--- src/rtl/csa_accum_seq.sv ---
// rtl/csa_accum_seq.sv - sequential carry-save multi-operand accumulator with valid/ready I/O
module csa_accum_seq #(
    parameter int NN = 16,
    parameter int CW = 8
) (
    input  logic          clk,
    input  logic          rst_n,
    input  logic          start,
    input  logic [CW-1:0] num_ops,
    input  logic          in_valid,
    output logic          in_ready,
    input  logic [NN-1:0] in_a,
    input  logic [NN-1:0] in_b,
    output logic          out_valid,
    input  logic          out_ready,
    output logic [NN-1:0] out_sum,
    output logic          busy
);

    typedef enum logic [1:0] {
        S_IDLE    = 2'd0,
        S_ACCUM   = 2'd1,
        S_RESOLVE = 2'd2,
        S_DONE    = 2'd3
    } state_t;

    state_t        state_q, state_d;
    logic [NN-1:0] sum_q, sum_d;
    logic [NN-1:0] carry_q, carry_d;
    logic [NN-1:0] out_sum_q, out_sum_d;
    logic [CW-1:0] remaining_q, remaining_d;

    logic [NN-1:0] b_eff;
    logic [NN-1:0] s1, maj1, c1;
    logic [NN-1:0] s2, maj2, c2;
    logic          beat;
    logic [CW-1:0] remaining_dec;

    // 4:2 compression of (sum, carry, a, b_eff) as two cascaded 3:2 stages; carry out of the MSB is dropped
    always_comb begin
        b_eff = (remaining_q == CW'(1)) ? '0 : in_b;
        s1    = sum_q ^ carry_q ^ in_a;
        maj1  = (sum_q & carry_q) | (sum_q & in_a) | (carry_q & in_a);
        c1    = maj1 << 1;
        s2    = s1 ^ c1 ^ b_eff;
        maj2  = (s1 & c1) | (s1 & b_eff) | (c1 & b_eff);
        c2    = maj2 << 1;
    end

    // Controller: next state, next datapath registers
    always_comb begin
        state_d       = state_q;
        sum_d         = sum_q;
        carry_d       = carry_q;
        out_sum_d     = out_sum_q;
        remaining_d   = remaining_q;
        beat          = 1'b0;
        remaining_dec = (remaining_q == CW'(1)) ? '0 : (remaining_q - CW'(2));
        case (state_q)
            S_IDLE: begin
                if (start) begin
                    remaining_d = num_ops;
                    sum_d       = '0;
                    carry_d     = '0;
                    state_d     = (num_ops != '0) ? S_ACCUM : S_RESOLVE;
                end
            end
            S_ACCUM: begin
                beat = in_valid;
                if (beat) begin
                    sum_d       = s2;
                    carry_d     = c2;
                    remaining_d = remaining_dec;
                    if (remaining_dec == '0) begin
                        state_d = S_RESOLVE;
                    end
                end
            end
            S_RESOLVE: begin
                out_sum_d = sum_q + carry_q;
                state_d   = S_DONE;
            end
            S_DONE: begin
                if (out_ready) begin
                    state_d = S_IDLE;
                end
            end
            default: state_d = S_IDLE;
        endcase
    end

    // State and datapath registers, cleared asynchronously
    always_ff @(posedge clk or negedge rst_n) begin
        if (!rst_n) begin
            state_q     <= S_IDLE;
            sum_q       <= '0;
            carry_q     <= '0;
            out_sum_q   <= '0;
            remaining_q <= '0;
        end else begin
            state_q     <= state_d;
            sum_q       <= sum_d;
            carry_q     <= carry_d;
            out_sum_q   <= out_sum_d;
            remaining_q <= remaining_d;
        end
    end

    assign in_ready  = (state_q == S_ACCUM);
    assign out_valid = (state_q == S_DONE);
    assign busy      = (state_q != S_IDLE);
    assign out_sum   = out_sum_q;

endmodule

--- config.mk ---
export PLATFORM = sky130hd
export DESIGN_NAME = csa_accum_seq
export DESIGN_NICKNAME = d
export VERILOG_FILES = /design/src/rtl/csa_accum_seq.sv
export SDC_FILE = /design/constraint.sdc
export NUM_CORES = 1
export LEC_CHECK = 0
export BUFFER_PORTS_ARGS = -buffer_cell sky130_fd_sc_hd__buf_2
export CORE_ASPECT_RATIO = 0.5
export CORE_MARGIN = 2
export CORE_UTILIZATION = 50
export CTS_BUF_LIST = sky130_fd_sc_hd__clkbuf_16
export CTS_CLUSTER_DIAMETER = 40
export CTS_CLUSTER_SIZE = 30
export DETAILED_ROUTE_END_ITERATION = 10
export GPL_TIMING_DRIVEN = 1
export PLACE_DENSITY = 0.81
export SLEW_MARGIN = 25
export SYNTH_ARGS = -nofsm -noshare
export SYNTH_HDL_FRONTEND = slang
export SYNTH_SLANG_ARGS = --single-unit
--- constraint.sdc ---
create_clock -name clk -period 4.03 [get_ports clk]
set_clock_uncertainty 0.05 [all_clocks]
set_input_delay 1.0075 -clock clk [delete_from_list [all_inputs] [get_ports clk]]
set_output_delay 1.0075 -clock clk [all_outputs]
set_load 0.01 [all_outputs]
Word level (Yosys, flattened, before mapping)
Index checks and enable logic that the tools add are counted.
Widths: inputs -> output; s select.
- output and inout port bits: 19
- bits in registers: 58
- bits of input ports: 45
- multiplexer cells: 16
- reductions and logical operators: 7
- equal/unequal tests: 8
- bitwise logic cells: 14
- add/sub/neg operators: 2
- operator list (operator ; count):
    $and 15x15->15 ; 6
    $mux 16 ; 4
    $pmux 16 s2 ; 2
    $xor 16x16->16 ; 4
    $or 15x15->15 ; 4
    $mux 8 ; 3
    $add 16x16->16 ; 1
    $pmux 8 s2 ; 1
    $mux 2 ; 5
    $eq 8x1->1 const B ; 1
    $logic_not 8->1 ; 1
    $pmux 2 s4 ; 1
    $reduce_bool 8->1 ; 1
    $sub 8x2->8 const B ; 1
    $eq 2x2->1 const B ; 2
    $ne 2x1->1 const B ; 2
    $ne 2x2->1 const B ; 2
    $reduce_and 4->1 ; 1
    $reduce_bool 2->1 ; 2
    $reduce_and 3->1 ; 1
    $eq 2x1->1 const B ; 1
    $logic_not 2->1 ; 1

Logic depth before layout (Yosys ltp)
Gate-level depths: netlist of run 1.
- depth in word-level cells: 8
- gate-level depth with buffers: 10
- gate-level depth less buffers: 7

Worst setup path after synthesis of run 1
Ideal clock, no wire load.
- kind: register to register
- start point: register remaining_q[3]
- end point: register sum_q[10]
- slack: 1.577 ns
- stages on the path, launching flop included: 8
- data required time: 3.897 ns
- buffers on the path: 2
- data arrival time: 2.320 ns
- path through: dfrtp_1 or3_4 or4_4 buf_2 buf_1 nand2_1 fa_1 o21ai_0
- longest elaborated chain between the ends: 5
- RTL lines (what ; line ; source):
    start: declaration ; 31 ; logic [CW-1:0] remaining_q, remaining_d;
    start signal: assignment ; 105 ; remaining_q <= remaining_d;
    $eq 8x1->1 ; 41 ; b_eff = (remaining_q == CW'(1)) ? '0 : in_b;
    $mux 16 ; 41 ;
    $xor 16x16->16 ; 45 ; s2 = s1 ^ c1 ^ b_eff;
    $mux 16 ; 70 ; if (beat) begin
    $pmux 16 s2 ; 59 ; case (state_q)
    end signal: assignment ; 102 ; sum_q <= sum_d;
    end: declaration ; 28 ; logic [NN-1:0] sum_q, sum_d;
Every way passes these cells. The select of a mux whose other input is x is not followed.
A chain may end at the register's enable or synchronous reset.

Final worst setup path of run 1
- start point: register state_q[1]
- end point: output port in_ready
- longest elaborated chain between the ends: 1
- RTL lines (what ; line ; source):
    start: declaration ; 27 ; state_t state_q, state_d;
    start signal: assignment ; 101 ; state_q <= state_d;
    $eq 2x1->1 ; 109 ; assign in_ready = (state_q == S_ACCUM);
    end: declaration ; 11 ; output logic in_ready,
Every way passes these cells.

==> results of run 1 <==
==> registers in the layout (all words and copies together), names as in the netlist <==
| name | flops |
|---|---|
| carry_q | 15 |
| remaining_q | 8 |
| out_sum | 16 |
| sum_q | 16 |
| state_q | 2 |
==> Yosys cell counts, types with 2 or more instances <==
master	count	area [sq um]
dfrtp_1	57	1430
nand2_1	53	199
o21ai_0	44	220
inv_1	35	131
fa_1	29	581
ha_1	22	275
a21oi_1	12	60.1
clkbuf_1	9	33.8
mux2_2	9	101
nor2_1	9	33.8
o211ai_1	8	60.1
nor3_1	7	35.0
o21ai_1	7	35.0
xnor2_1	7	61.3
a21o_1	6	45.0
a211oi_1	5	37.5
a22o_1	5	43.8
nand2b_1	5	31.3
o21a_1	5	37.5
xor2_1	5	43.8
nand3_1	4	20.0
buf_1	3	11.3
buf_2	3	15.0
nor4_1	3	18.8
o21bai_1	3	22.5
o31ai_1	3	22.5
or3_1	3	18.8
a31oi_1	2	12.5
and2_1	2	12.5
nand4_1	2	12.5
==> layout by cell type, fill, tap and decap left out, types with 4 or more instances in the layout <==
cell type / instances
buf_4: 4
clkbuf_16: 9
a21o_1: 6
a21oi_1: 12
o21ai_1: 7
nor3_1: 7
dfrtp_1: 57
o211ai_1: 8
nand2_1: 53
inv_1: 38
xor2_1: 5
o21ai_0: 44
nand3_1: 4
a211oi_1: 5
ha_1: 22
a22o_1: 5
o21a_1: 5
nand2b_1: 5
fa_1: 29
buf_2: 62
nor2_1: 9
xnor2_1: 7
mux2_2: 9
==> report_power, final <==
part           leakage [uW]  internal, uW  total [uW]  switching [uW]
Combinational       0.00135           712        1710             996
Clock              0.000130           395         634             239
Sequential         0.000743           810        1020             212
==> critical path: stages (launching register included) <==
cell	delay, ns
dfrtp_1	0.41
inv_1	0.11
ha_1	0.44
buf_2	0.22
==> worst max-delay path by stage <==
stage,end,from,depth (start not counted)
5_1_grt,out_sum[13],sum_q[1],7
4_1_cts,in_ready,state_q[1],3
3_5_place_dp,sum_q[5],in_a[5],5
3_3_place_gp,sum_q[3],in_a[3],5
2_1_floorplan,sum_q[10],remaining_q[3],7
6_report,in_ready,state_q[1],3
==> final cells by class <==
type,instances,area [sq um]
Clock buffer,9,225
Clock inverter,5,18.8
Fill cell,631,2910
Inverter,35,131
Multi-Input combinational cell,283,2260
Sequential cell,57,1430
Tap cell,96,120
Timing Repair Buffer,66,340
==> metal layers <==
metal	wire length [microns]	track usage (%)	vias up
met5	0	0	-
met4	92	6.66	0
met3	367	6.23	8
met2	4110	37.4	65
met1	4010	29.7	1518
li1	-	-	1470
==> logic make-up (layout without fill, tap and decap cells) <==
| group | count (synthesis) | after routing | share of synthesized area [%] |
|---|---|---|---|
| compound gates | 111 | 111 | 18.3 |
| simple gates | 98 | 98 | 12.0 |
| flops | 57 | 57 | 36.8 |
| fa+ha+maj | 51 | 51 | 22.1 |
| buf+inv | 50 | 115 | 4.94 |
| xor+xnor | 12 | 12 | 2.71 |
| mux | 11 | 11 | 3.16 |
==> through the flow <==
stage               cells  setup WS (ns)  util (%)  area (sq um)  hold slack, ns
floorplan             390           1.58         -          3880           0.406
global placement      537           1.53      57.5          4270           0.425
detailed placement    537           1.46      57.5          4270           0.422
CTS                   551           1.47      60.8          4520           0.433
global route          551           1.29      60.8          4520           0.459
finish                551           1.47      60.8          4520           0.428
==> flow_metrics.tcl, run 1 <==
set metrics [dict create \
    status "finished, final reports clean" \
    vias_per_cell 5.56 \
    nets 548 \
    hold_end "out_sum[12]" \
    startpoint_type "register" \
    p_total_uw 3360 \
    synth_area_per_cell_sq_um 9.94 \
    ant_nets 0 \
    ir_worst_vdd_mv 0.463 \
    ys.flop_type "dfrtp_1" \
    die_w_microns 129 \
    cap_viol_max_count 0 \
    synthCells 390 \
    ioPinCount 64 \
    synth-warning-count 0 \
    hold_violations 0 \
    synthArstFlopShare_pct 100 \
    h-tree-depth 3 \
    initial_utilization_pct 52.2 \
    netlist_area_sq_um 3880 \
    crit_type "reg2out" \
    wire_per_inst_microns 15.6 \
    power_leakage_uw 0.00222 \
    crit-reg2reg-launch "remaining_q[3]" \
    grt_usage_pct 22.7 \
    reg2reg_to "sum_q[1]" \
    layout-drive-gt1-share_pct 19.1 \
    clock-sinks 57 \
    core_area_sq_um 7430 \
    grt_first_pass_wirelength_microns 14700 \
    period_minus_slack_ns 2.56 \
    rsz0062_at_grt "no" \
    fp-row-count 22 \
    holdPathStages 2 \
    vias 3061 \
    ys_ff_latch 57 \
    min_path_type "reg2reg" \
    clkTransAtPathRegs_ns 0.05 \
    r2r_cells 5 \
    relSlewSlack_pct 37.4 \
    grt-ovfl-total 0 \
    die_h_microns 66.3 \
    wirelength_microns 8580 \
    synth_edf_count 0 \
    gp_congestion 0.869 \
    antenna_found_initial 0 \
    grt_pass1_vias 3089 \
    drt_iter0_drc 152 \
    r2r_setup_slack_ns 1.48 \
    cts_buffers 9 \
    setup_tns_ns 0 \
    ys_types 53 \
    cp_max_fo 12 \
    cts_tree "yes" \
    dpl.hpwl_microns 6300 \
    worstPathArrival_ns 1.51 \
    syn_to_final_growth_pct 16.6 \
    io_buffers 63 \
    clk_latency_ns 0.33 \
    grt_max_degree 44 \
    hp-start "out_sum[12]" \
    finalCritPeriodShare_pct 63.6 \
    ys_seq_area_share_pct 36.8 \
    slew_viol_final 0 \
    cp_data_required_time_ns 2.97 \
    synth_nets 486 \
    post-route-drc-count 0 \
    dieArea_sq_um 8520 \
    crit_path_end_kind "primary output" \
    fmax_mhz 390 \
    cts_root_buf "clkbuf_16" \
    cts_max_path_buffers 2 \
    cts_setup_buffers 0 \
    tightest_slew_ns 0.931 \
    final-setup-viol-count 0 \
    dr.pass1.iters 4 \
    p_per_area_nw_per_um2 744 \
    cts_resized 0 \
    hold_buffers 0 \
    antenna_cells 0 \
]
(Power assumes the default switching activity.)
==> run 2: changes to the inputs <==
Clock period 4.03 ns to 2.4 ns, I/O delays scaled along.
==> flow_metrics.tcl, run 2 (synthesis results as in run 1) <==
set metrics [dict create \
    final-setup-viol-count 0 \
    rsz0062_at_grt "yes" \
    h-tree-depth 3 \
    drt_iter0_drc 140 \
    grt_pass1_vias 3153 \
    p_per_area_nw_per_um2 1290 \
    tightest_slew_ns 0.592 \
    crit_path_end_kind "register" \
    r2r_cells 5 \
    p_total_uw 6040 \
    cts_root_buf "clkbuf_16" \
    r2r_setup_slack_ns 0.03 \
    slew_viol_final 0 \
    fmax_mhz 423 \
    clkTransAtPathRegs_ns 0.05 \
    io_buffers 63 \
    ant_nets 0 \
    worstPathArrival_ns 2.53 \
    fp-row-count 22 \
    clk_latency_ns 0.33 \
    cp_data_required_time_ns 2.56 \
    clock-sinks 57 \
    dpl.hpwl_microns 6310 \
    min_path_type "in2async" \
    layout_common_cells "buf_2 (63), dfrtp_1 (57), nand2_1 (53)" \
    crit_type "reg2reg" \
    vias 3115 \
    cts_max_path_buffers 2 \
    syn_to_final_growth_pct 21.0 \
    layout-drive-gt1-share_pct 22.6 \
    power_leakage_uw 0.00231 \
    period_minus_slack_ns 2.37 \
    nets 559 \
    dr.pass1.iters 4 \
    ir_worst_vdd_mv 0.639 \
    status "finished, final reports clean" \
    hold_violations 0 \
    dieArea_sq_um 8520 \
    grt_usage_pct 23.4 \
    cts_tree "yes" \
    grt_max_degree 58 \
    wire_per_inst_microns 15.5 \
    relSlewSlack_pct 60.2 \
    cp_max_fo 14 \
    cts_buffers 9 \
    gp_congestion 0.918 \
    final_common_cell "buf_2" \
    post-route-drc-count 0 \
    grt_first_pass_wirelength_microns 15100 \
    core_area_sq_um 7430 \
    die_h_microns 66.3 \
    antenna_cells 0 \
    cap_viol_max_count 0 \
    grt-ovfl-total 0 \
    die_w_microns 129 \
    ioPinCount 64 \
    finalCritPeriodShare_pct 98.6 \
    fillers 624 \
    hold_buffers 0 \
    antenna_found_initial 0 \
    startpoint_type "register" \
    final_area_sq_um 4690 \
    initial_utilization_pct 52.2 \
    wirelength_microns 8750 \
    vias_per_cell 5.52 \
    place_area_sq_um 4370 \
]
-- run 2: changes by cell type in the layout (fill, tap and decap cells not counted), moves of 3 or more --
cell	before	now
buf_4	4	11
o21ai_0	44	37
inv_1	38	35
clkinv_2	0	4
buf_12	0	3
o21ai_1	7	14
-- run 2: timing repair --
item	in CTS	in global routing
buffers inserted	0	3
resized for setup	0	9
endpoints found under the setup margin	0	12
-- run 2: layer usage --
layer	GRT usage, %	part of all wire, %
met1	30.2	47
met5	0	0
met4	10.2	1.1
met3	5.10	3.5
met2	38.6	48
-- run 2: power breakdown --
part           internal (uW)  switching (uW)  leakage (uW)
clock                    790             444      0.000142
combinational           1350            1740       0.00142
sequential              1360             351      0.000743
total                   3500            2540       0.00231
-- run 2: final timing paths --
path / endpoint / start
setup / recovery: state_q[1] / remaining_q[2]
hold / removal: remaining_q[3] / rst_n
setup reg to reg: state_q[1] / remaining_q[2]
hold reg to reg: out_sum[5] / out_sum[5]
max in group asynchronous: out_sum[14] / rst_n
min in group clk: out_sum[5] / out_sum[5]
-- run 2: metrics by stage --
stage | utilization [%] | instances | hold WS (ns) | worst slack (ns) | setup TNS (ns)
2_1_floorplan | - | 390 | 0.254 | 0.0663 | 0
3_5_place_dp | 58.8 | 545 | 0.427 | 0.0251 | 0
3_3_place_gp | 58.8 | 545 | 0.420 | 0.0568 | 0
6_report | 63.1 | 564 | 0.193 | 0.0332 | 0
5_1_grt | 63.1 | 564 | 0.237 | -0.0269 | -0.0475
4_1_cts | 62.7 | 561 | 0.222 | 0.00133 | 0
-- run 2: final cells by class --
type	count	area [sq um]	share of cell area [%]
clock buffer	9	225	4.80
timing repair buffer	77	458	9.77
sequential	57	1430	30.4
tap	96	120	2.56
inverter	35	131	2.80
clock inverter	7	61.3	1.31
multi-input combinational	283	2270	48.3
-- run 2: critical path, stage by stage (launching register included) --
cell      delay, ns
dfrtp_1        0.37
or3_4          0.42
or4_4          0.55
buf_12         0.18
a311oi_4       0.34
mux2_4         0.33
==> run 3: changes to the inputs <==
Settings changed: CTS_BUF_LIST sky130_fd_sc_hd__clkbuf_16 to unset, GPL_TIMING_DRIVEN 1 to 0.
==> flow_metrics.tcl, run 3 (synthesis results as in run 1) <==
set metrics [dict create \
    fmax_mhz 420 \
    cap_viol_max_count 0 \
    nets 566 \
    intPower_uw 3430 \
    fp-row-count 22 \
    crit_slowest_cell "or4b_1" \
    crit_path_end_kind "register" \
    vias 3170 \
    power_leakage_uw 0.00230 \
    wire_per_inst_microns 15.8 \
    switching_power_uw 2580 \
    cpPeakStageDelay_ns 0.43 \
    setup_tns_ns 0 \
    grt_first_pass_wirelength_microns 15200 \
    ir_worst_vdd_mv 0.705 \
    pwr-share-clk_pct 19.7 \
    fillers 643 \
    r2r_cells 7 \
    gp_congestion 0.894 \
    core_area_sq_um 7430 \
    p_per_area_nw_per_um2 1280 \
    grt_pass1_vias 3190 \
    holdWs_ns 0.273 \
    grt_max_degree 58 \
    worstPathArrival_ns 2.54 \
    clock-sinks 57 \
    cts_max_path_buffers 2 \
    wirelength_microns 9010 \
    dpl.hpwl_microns 6600 \
    final_common_cell "buf_2" \
    startpoint_type "register" \
    grt_usage_pct 23.9 \
    post-route-drc-count 0 \
    vias_per_cell 5.55 \
    critical-path-top-delay-family "simple AND/OR/NAND/NOR gates" \
    ant_nets 0 \
    final_util_pct 63.3 \
    final-setup-viol-count 0 \
    antenna_cells 0 \
    cts_root_buf "clkbuf_16" \
    period_minus_slack_ns 2.38 \
    share_comb_of_total_power_pct 51.9 \
    rsz0062_at_grt "yes" \
    layout-drive-gt1-share_pct 23.8 \
    h-tree-depth 3 \
    hold_violations 0 \
    hold_buffers 0 \
    min_path_type "in2async" \
    clkTransAtPathRegs_ns 0.05 \
    slew_viol_final 0 \
    status "finished, final reports clean" \
    cp_max_fo 3 \
    grt-ovfl-total 0 \
    switching_share_pct 42.9 \
    dieArea_sq_um 8520 \
    worstPathCellList "inv_1 > ha_1 > or4b_1 > nor4_1 > nand3_1 > a311oi_4 > mux2_1" \
    dr.pass1.iters 4 \
    crit_buf_inv 1 \
    die_w_microns 129 \
    die_h_microns 66.3 \
    antenna_found_initial 0 \
    multi_input_area_sq_um 2300 \
    seq_area_sq_um 1430 \
    finalCritPeriodShare_pct 99.3 \
    crit_type "reg2reg" \
    r2r_setup_slack_ns 0.02 \
    clk_latency_ns 0.33 \
    tightest_slew_ns 0.913 \
    crit-reg2reg-launch "remaining_q[1]" \
    io_buffers 63 \
    cts_buffers 9 \
    relSlewSlack_pct 38.6 \
    layout_common_cells "buf_2 (64), dfrtp_1 (57), nand2_1 (50)" \
    ioPinCount 64 \
    initial_utilization_pct 52.2 \
    reg2reg_to "state_q[1]" \
    cp_data_required_time_ns 2.56 \
    cts_tree "yes" \
    drt_iter0_drc 177 \
    syn_to_final_growth_pct 21.4 \
    p_seq_share_pct 28.4 \
]
## run 3: cell count changes in the layout (fill, tap and decap cells not counted), sizes merged
cell,before,now
buf,77,74
clkinvlp,1,0
clkinv,5,3
bufinv,1,0
clkbuf,9,23
## run 3: how the worst max path moves through the flow
stage	from	cells past startpoint	endpoint	slack, ns
2_1_floorplan	remaining_q[4]	7	sum_q[1]	0.07
3_3_place_gp	state_q[1]	10	carry_q[12]	-0.08
3_5_place_dp	state_q[1]	10	carry_q[12]	-0.15
4_1_cts	remaining_q[2]	7	sum_q[5]	0.007
5_1_grt	remaining_q[1]	7	state_q[1]	-0.05
6_report	remaining_q[1]	7	state_q[1]	0.02
## run 3: power groups by stage
stage	logic, uW	clock network [uW]	registers, uW
final	3120	1180	1700
after global routing	3570	1250	1750
after CTS	3010	1190	1700
after detailed placement	2930	0	1710
after global placement	2820	0	1700
after floorplan	2100	0	1680
## run 3: per-stage QoR
stage	cells	cell area (sq um)	setup WS, ns	total power (uW)
floorplan	390	3880	0.0663	3770
global placement	549	4320	-0.0793	4520
detailed placement	549	4320	-0.151	4640
CTS	567	4630	0.00707	5900
global route	571	4710	-0.0528	6570
finish	571	4710	0.0171	6010
## run 3: cell type report
type	instances	area share (%)
tap	96	2.55
buffer	14	1.67
inverter	35	2.79
clock inverter	3	0.319
timing repair buffer	70	7.87
clock buffer	13	5.53
sequential	57	30.3
multi-input combinational	283	49.0
## run 3: what timing repair did
action	4_1_cts	5_1_grt
pin swaps	2	8
resized for setup	8	19
setup buffers	3	4
cloned	0	0
setup endpoints to repair	23	35
## run 3: per-layer routing
metal / vias to the layer above / part of all wire, % / track usage, %
li1: 1520 / - / -
met1: 1553 / 45 / 30.4
met2: 84 / 48 / 39.6
met3: 13 / 5.7 / 7.20
met4: 0 / 1.4 / 8.15
met5: - / 0 / 0
